`src/rtl/pending_encoder_32_pkg.sv`:
```
// Shared types and sizing for the pending-bit encoder.
package pending_enc_pkg;
  localparam int PENC_WIDTH = 32;
  localparam int PENC_IDX_W = 5;

  typedef enum logic {
    IDLE  = 1'b0,
    DRAIN = 1'b1
  } state_t;
endpackage

```
`src/rtl/pending_encoder_32_prio_enc_comb.sv`:
```
// Combinational priority encoder: index of the lowest (or highest) set bit.
module prio_enc_comb #(
  parameter int WIDTH     = 32,
  parameter int LSB_FIRST = 1,
  parameter int IDX_W     = $clog2(WIDTH)
) (
  input  logic [WIDTH-1:0] vec,
  output logic [IDX_W-1:0] idx,
  output logic             any
);
  assign any = |vec;

  generate
    if (LSB_FIRST != 0) begin : g_lsb
      // Scan downward so the lowest set bit is the last assignment.
      always_comb begin
        idx = '0;
        for (int i = WIDTH-1; i >= 0; i--)
          if (vec[i]) idx = IDX_W'(i);
      end
    end else begin : g_msb
      always_comb begin
        idx = '0;
        for (int i = 0; i < WIDTH; i++)
          if (vec[i]) idx = IDX_W'(i);
      end
    end
  endgenerate
endmodule

```
`src/rtl/pending_encoder_32.sv`:
```
// Sequential 32:5 encoder: serialises each set bit of a loaded vector as an index.
module pending_encoder_32
  import pending_enc_pkg::*;
#(
  parameter int WIDTH     = PENC_WIDTH,
  parameter int IDX_W     = $clog2(WIDTH),
  parameter int LSB_FIRST = 1
) (
  input  logic             clk,
  input  logic             reset,
  input  logic             flush,
  input  logic             load_valid,
  output logic             load_ready,
  input  logic [WIDTH-1:0] load_vec,
  output logic             out_valid,
  input  logic             out_ready,
  output logic [IDX_W-1:0] out_idx,
  output logic             out_last,
  output logic             busy
);
  state_t           state_q, state_d;
  logic [WIDTH-1:0] pending_q, pending_d;
  logic [IDX_W-1:0] enc_idx;
  logic             enc_any;
  logic             drain, single, xfer, load_acc;
  logic [WIDTH-1:0] clr_mask;

  prio_enc_comb #(
    .WIDTH    (WIDTH),
    .LSB_FIRST(LSB_FIRST),
    .IDX_W    (IDX_W)
  ) u_enc (
    .vec(pending_q),
    .idx(enc_idx),
    .any(enc_any)
  );

  assign drain    = (state_q == DRAIN);
  assign single   = ((pending_q & (pending_q - WIDTH'(1))) == '0);
  assign xfer     = out_valid && out_ready;
  assign load_acc = load_valid && load_ready;
  assign clr_mask = WIDTH'(1) << enc_idx;

  always_ff @(posedge clk or negedge reset) begin
    if (!reset) state_q <= IDLE;
    else        state_q <= state_d;
  end

  always_ff @(posedge clk or negedge reset) begin
    if (!reset) pending_q <= '0;
    else        pending_q <= pending_d;
  end

  // Flush dominates; a load can only land in DRAIN on the last transfer, so it
  // simply replaces whatever the transfer would have left behind.
  always_comb begin
    state_d   = state_q;
    pending_d = pending_q;
    if (flush) begin
      state_d   = IDLE;
      pending_d = '0;
    end else if (load_acc && (load_vec != '0)) begin
      state_d   = DRAIN;
      pending_d = load_vec;
    end else if (xfer) begin
      pending_d = pending_q & ~clr_mask;
      if (out_last) state_d = IDLE;
    end
  end

  always_comb begin
    out_valid  = drain;
    busy       = drain;
    out_idx    = drain ? enc_idx : '0;
    out_last   = drain && single;
    load_ready = !reset || (!flush && (!drain || (out_ready && single)));
  end

  // enc_any is only meaningful as a consistency check: DRAIN always holds bits.
  logic unused_any;
  assign unused_any = enc_any;
endmodule

```
`config.mk`:
```
export PLATFORM = sky130hd
export DESIGN_NAME = pending_encoder_32
export DESIGN_NICKNAME = d
export VERILOG_FILES = /design/src/rtl/pending_encoder_32_pkg.sv /design/src/rtl/pending_encoder_32_prio_enc_comb.sv /design/src/rtl/pending_encoder_32.sv
export SDC_FILE = /design/constraint.sdc
export NUM_CORES = 1
export LEC_CHECK = 0
export ABC_AREA = 1
export CAP_MARGIN = 0
export CORE_MARGIN = 5
export CORE_UTILIZATION = 35
export CTS_CLUSTER_SIZE = 28
export DETAILED_ROUTE_END_ITERATION = 8
export GPL_ROUTABILITY_DRIVEN = 0
export SLEW_MARGIN = 10
export SYNTH_ARGS = -nofsm -noshare
export SYNTH_HDL_FRONTEND = slang
export SYNTH_HIERARCHICAL = 1
export SYNTH_SLANG_ARGS = --single-unit
```
`constraint.sdc`:
```
create_clock -name clk -period 5 [get_ports clk]
set_input_delay 0.75 -clock clk [delete_from_list [all_inputs] [get_ports clk]]
set_output_delay 0.75 -clock clk [all_outputs]
set_load 0.03 [all_outputs]
```
# == Word level (Yosys, flattened, before mapping) ==
# Index checks and enable logic that the tools add are counted.
# word_totals
reg_bits,33
in_bits,37
output_inout_bits,9
word_cells,63
# classes
n_reduce_logical,16
n_mux,40
n_bitwise,3
add_sub_neg,1
shift,1
# op_table
operator,n
two-way mux 5 bit,33
two-way mux 32 bit,3
bitwise AND 32 bit,2
zero test 32 bit,1
NOT 32 bit,1
nonzero test 32 bit,1
"left shift 1 x 5 -> 32 bit, first input constant",1
"subtractor 32 x 1 -> 32 bit, second input constant",1
logical AND 1 bit,6
nonzero test 3 bit,2
two-way mux 1 bit,4
zero test 1 bit,3
logical OR 1 bit,2
AND reduction 2 bit,1

# == Logic depth before layout (Yosys ltp) ==
# logic_depth
ltp_word,38
depth_mapped,40
ltp_nobuf,40

# == Modules after synthesis ==
# Netlist, hierarchy kept.
# modules_own_cells
mod,area_each_um2,n_inst,cells_per_inst,seq_area_each_um2
pending_encoder_32,3076.7,1,541,825.8
prio_enc_comb,470.5,1,107,0.0

# == Worst setup path after synthesis ==
# OpenSTA, ideal clock, no wires.
# synth_path
path_type,register to output
start,register pending_q[30]
end,output out_idx[0]
path_slack_ps,2107
required_time_ps,4250
n_path_buf,0
arrival_ps,2143
path_stages_with_launch,34
path_cell_list,dfrtp_1 inv_1 nand2_1 nand2_1 nand2_1 nand2_1 nand2_1 nand2_1 nand2_1 nand2_1 nand2_1 nand2_1 nand2_1 nand2_1 nand2_1 nand2_1 nand2_1 nand2_1 nand2_1 nand2_1 nand2_1 nand2_1 nand2_1 nand2_1 nand2_1 nand2_1 nand2_1 nand2_1 nand2_1 nand2_1 nand2_1 a21oi_2 nand2_1 inv_1
# synth_between
elab_chain_cells,32
# synth_lines
element,line_no,rtl
"start, declared",pending_encoder_32.sv:22,"logic [WIDTH-1:0] pending_q, pending_d;"
"start signal, assigned",pending_encoder_32.sv:51,else pending_q <= pending_d;
two-way mux 5 bit (31 in a row),pending_encoder_32_prio_enc_comb.sv:19,if (vec[i]) idx = IDX_W'(i);
net enc_idx[0],pending_encoder_32.sv:23,logic [IDX_W-1:0] enc_idx;
two-way mux 5 bit,pending_encoder_32.sv:74,out_idx = drain ? enc_idx : '0;
"end, declared",pending_encoder_32.sv:17,"output logic [IDX_W-1:0] out_idx,"
# The timed path passes the listed nets, and every way through them passes these cells.

# == Worst setup path in the final report ==
# Same ends and word-level chain as after synthesis.

==> run summary <==
Synth Instances: 647
CTS root buf: clkbuf_8
# hold bufs at CTS: 0
R2r setup slk: 1.40 ns
Die Ht: 111 µm
Final wirelength: 12100 µm
Wire length on met2: 5700 µm
DR top layer: met4
Final Hold Fails: 0
Depth of the CTS H-tree: 2
CP max-delay cell: clkdlybuf4s50_1
Lkg Pwr: 2.33 nW
Total grt overflow: 0
Global-route wire length before repair: 20200 µm
Worst Setup End Kind: output pin
Bufs and invs on worst path: 3
Synth-to-Final Area Change: 17.0%
Area of the core: 9820 µm²
Buffers inserted by post-CTS timing repair: 0
Via density: 5.13
Worst slew margin: 0.418
Syn Std Cell Area: 3540 µm²
Max FO, Critical Path: 6
Final HPWL DP: 9180 µm
TritonCTS buffer count: 5
TritonCTS Sinks: 33
Crit-path max cell delay: 0.66 ns
Setup violators final: 0
Reg area: 826 µm²
CTS resizes: 0
Tcrit/Tclk final: 0.828
Crit path time final: 4.14 ns
Die area: 12200 µm²
Mean Syn Cell Area: 5.47 µm²
Final Max Tran Viols: 0
Final routed wire length divided by cell count: 14.8 µm
Outcome: finished clean
Initial DRT Pass Iterations: 5
Fin util: 0.422
Starting Density: 0.361
Syn Nets: 684
IO buf count: 45
Ys Warns: 6
Min-Delay Path Class: flip-flop to flip-flop
Required time worst endpoint: 4.25 ns
PwrDens: 325 nW/µm²
CP Class: flip-flop to output pin
Vias post-DR: 4173
Top delay family on crit path: simple AND/OR/NAND/NOR gates
Net count, final: 717
1st-iter DRT viols: 277
Share of layout cells above drive strength 1: 0.0470
M1 wire length: 5380 µm
Vias in the first global route: 4159
Fillers: 1161
Clk_skew: 0.00987 ns
Largest net degree at the start of global routing: 36
Routed met3 length: 716 µm
Slew @ Worst Pin: 0.872 ns
I/O pins: 46
DRC: 0
Worst skew pair latency: 0.30 ns
Longest Clk Path Bufs: 2
Worst-path clk slew: 0.08 ns
Startpoint types: flip-flop
Max VDD drop: 0.183 mV
Leading cell types in the layout, fill and taps excluded: nand2_1, nand3_1, nor2_1
Unrepaired setup endpoints after global routing: no
Routed Antenna Nets: 0
Maxcap violations: 0
TritonCTS clock tree: yes
# rows: 36
Antenna fix cells: 0
Overall routing resource usage: 0.197
Commonest non-fill, non-tap cell in the layout: nand2_1
Chip width: 111 µm
Final setup TNS: 0 ns
Initial antenna violation count: 0
Highest Clock Rate: 242 MHz
Placement Setup Slack: 1.19 ns
Multi-input logic area: 2230 µm²
Setup WS post-layout: 0.860 ns
CP arrival: 3.39 ns
Most frequent CP cell: nand2_1
-- layout make-up --
type | instances | share of cell area
clock buffer | 6 | 0.0175
clock inverter | 2 | 0.00242
inverter | 83 | 0.0818
multi-input combinational | 505 | 0.537
sequential | 33 | 0.199
tap | 133 | 0.0402
timing repair buffer | 52 | 0.121
-- worst paths after layout --
check,from,cells after the start,end
max reg2reg,pending_q[7],17,pending_q[7]
max,pending_q[30],34,out_idx[0]
min in group asynchronous,reset,2,busy
min reg2reg,pending_q[31],2,pending_q[31]
min,pending_q[31],2,pending_q[31]
max in group asynchronous,reset,2,pending_q[16]
-- routing by layer --
layer / track usage / vias up
met5: 0 / -
met4: 0.0690 / 0
met3: 0.0301 / 32
met2: 0.326 / 149
met1: 0.261 / 1887
li1: - / 2105
-- registers in the layout (all words and copies together), names as in the netlist --
signal     flops
busy           1
pending_q     32
-- stage by stage --
stage	hold WS, ns	power (mW)	instance area [µm²]	instances
3_3_place_gp	0.551	1.13	4060	806
4_1_cts	0.572	1.34	4140	814
2_1_floorplan	0.454	0.903	3540	647
6_report	0.577	1.35	4140	814
5_1_grt	0.632	1.46	4140	814
3_5_place_dp	0.551	1.13	4060	806
-- worst min-delay path, cell delays in order (launching register included) --
cell and delay, ns:
dfrtp_1 0.40, nand3_1 0.09, nand2_1 0.06
-- where the power goes --
| group | internal, mW | leakage, nW | switching [mW] |
|---|---|---|---|
| Combinational | 0.259 | 1.84 | 0.512 |
| Sequential | 0.294 | 0.446 | 0.0720 |
| Clock | 0.0967 | 0.0450 | 0.111 |
| Total | 0.650 | 2.33 | 0.695 |
(Power assumes the default switching activity.)
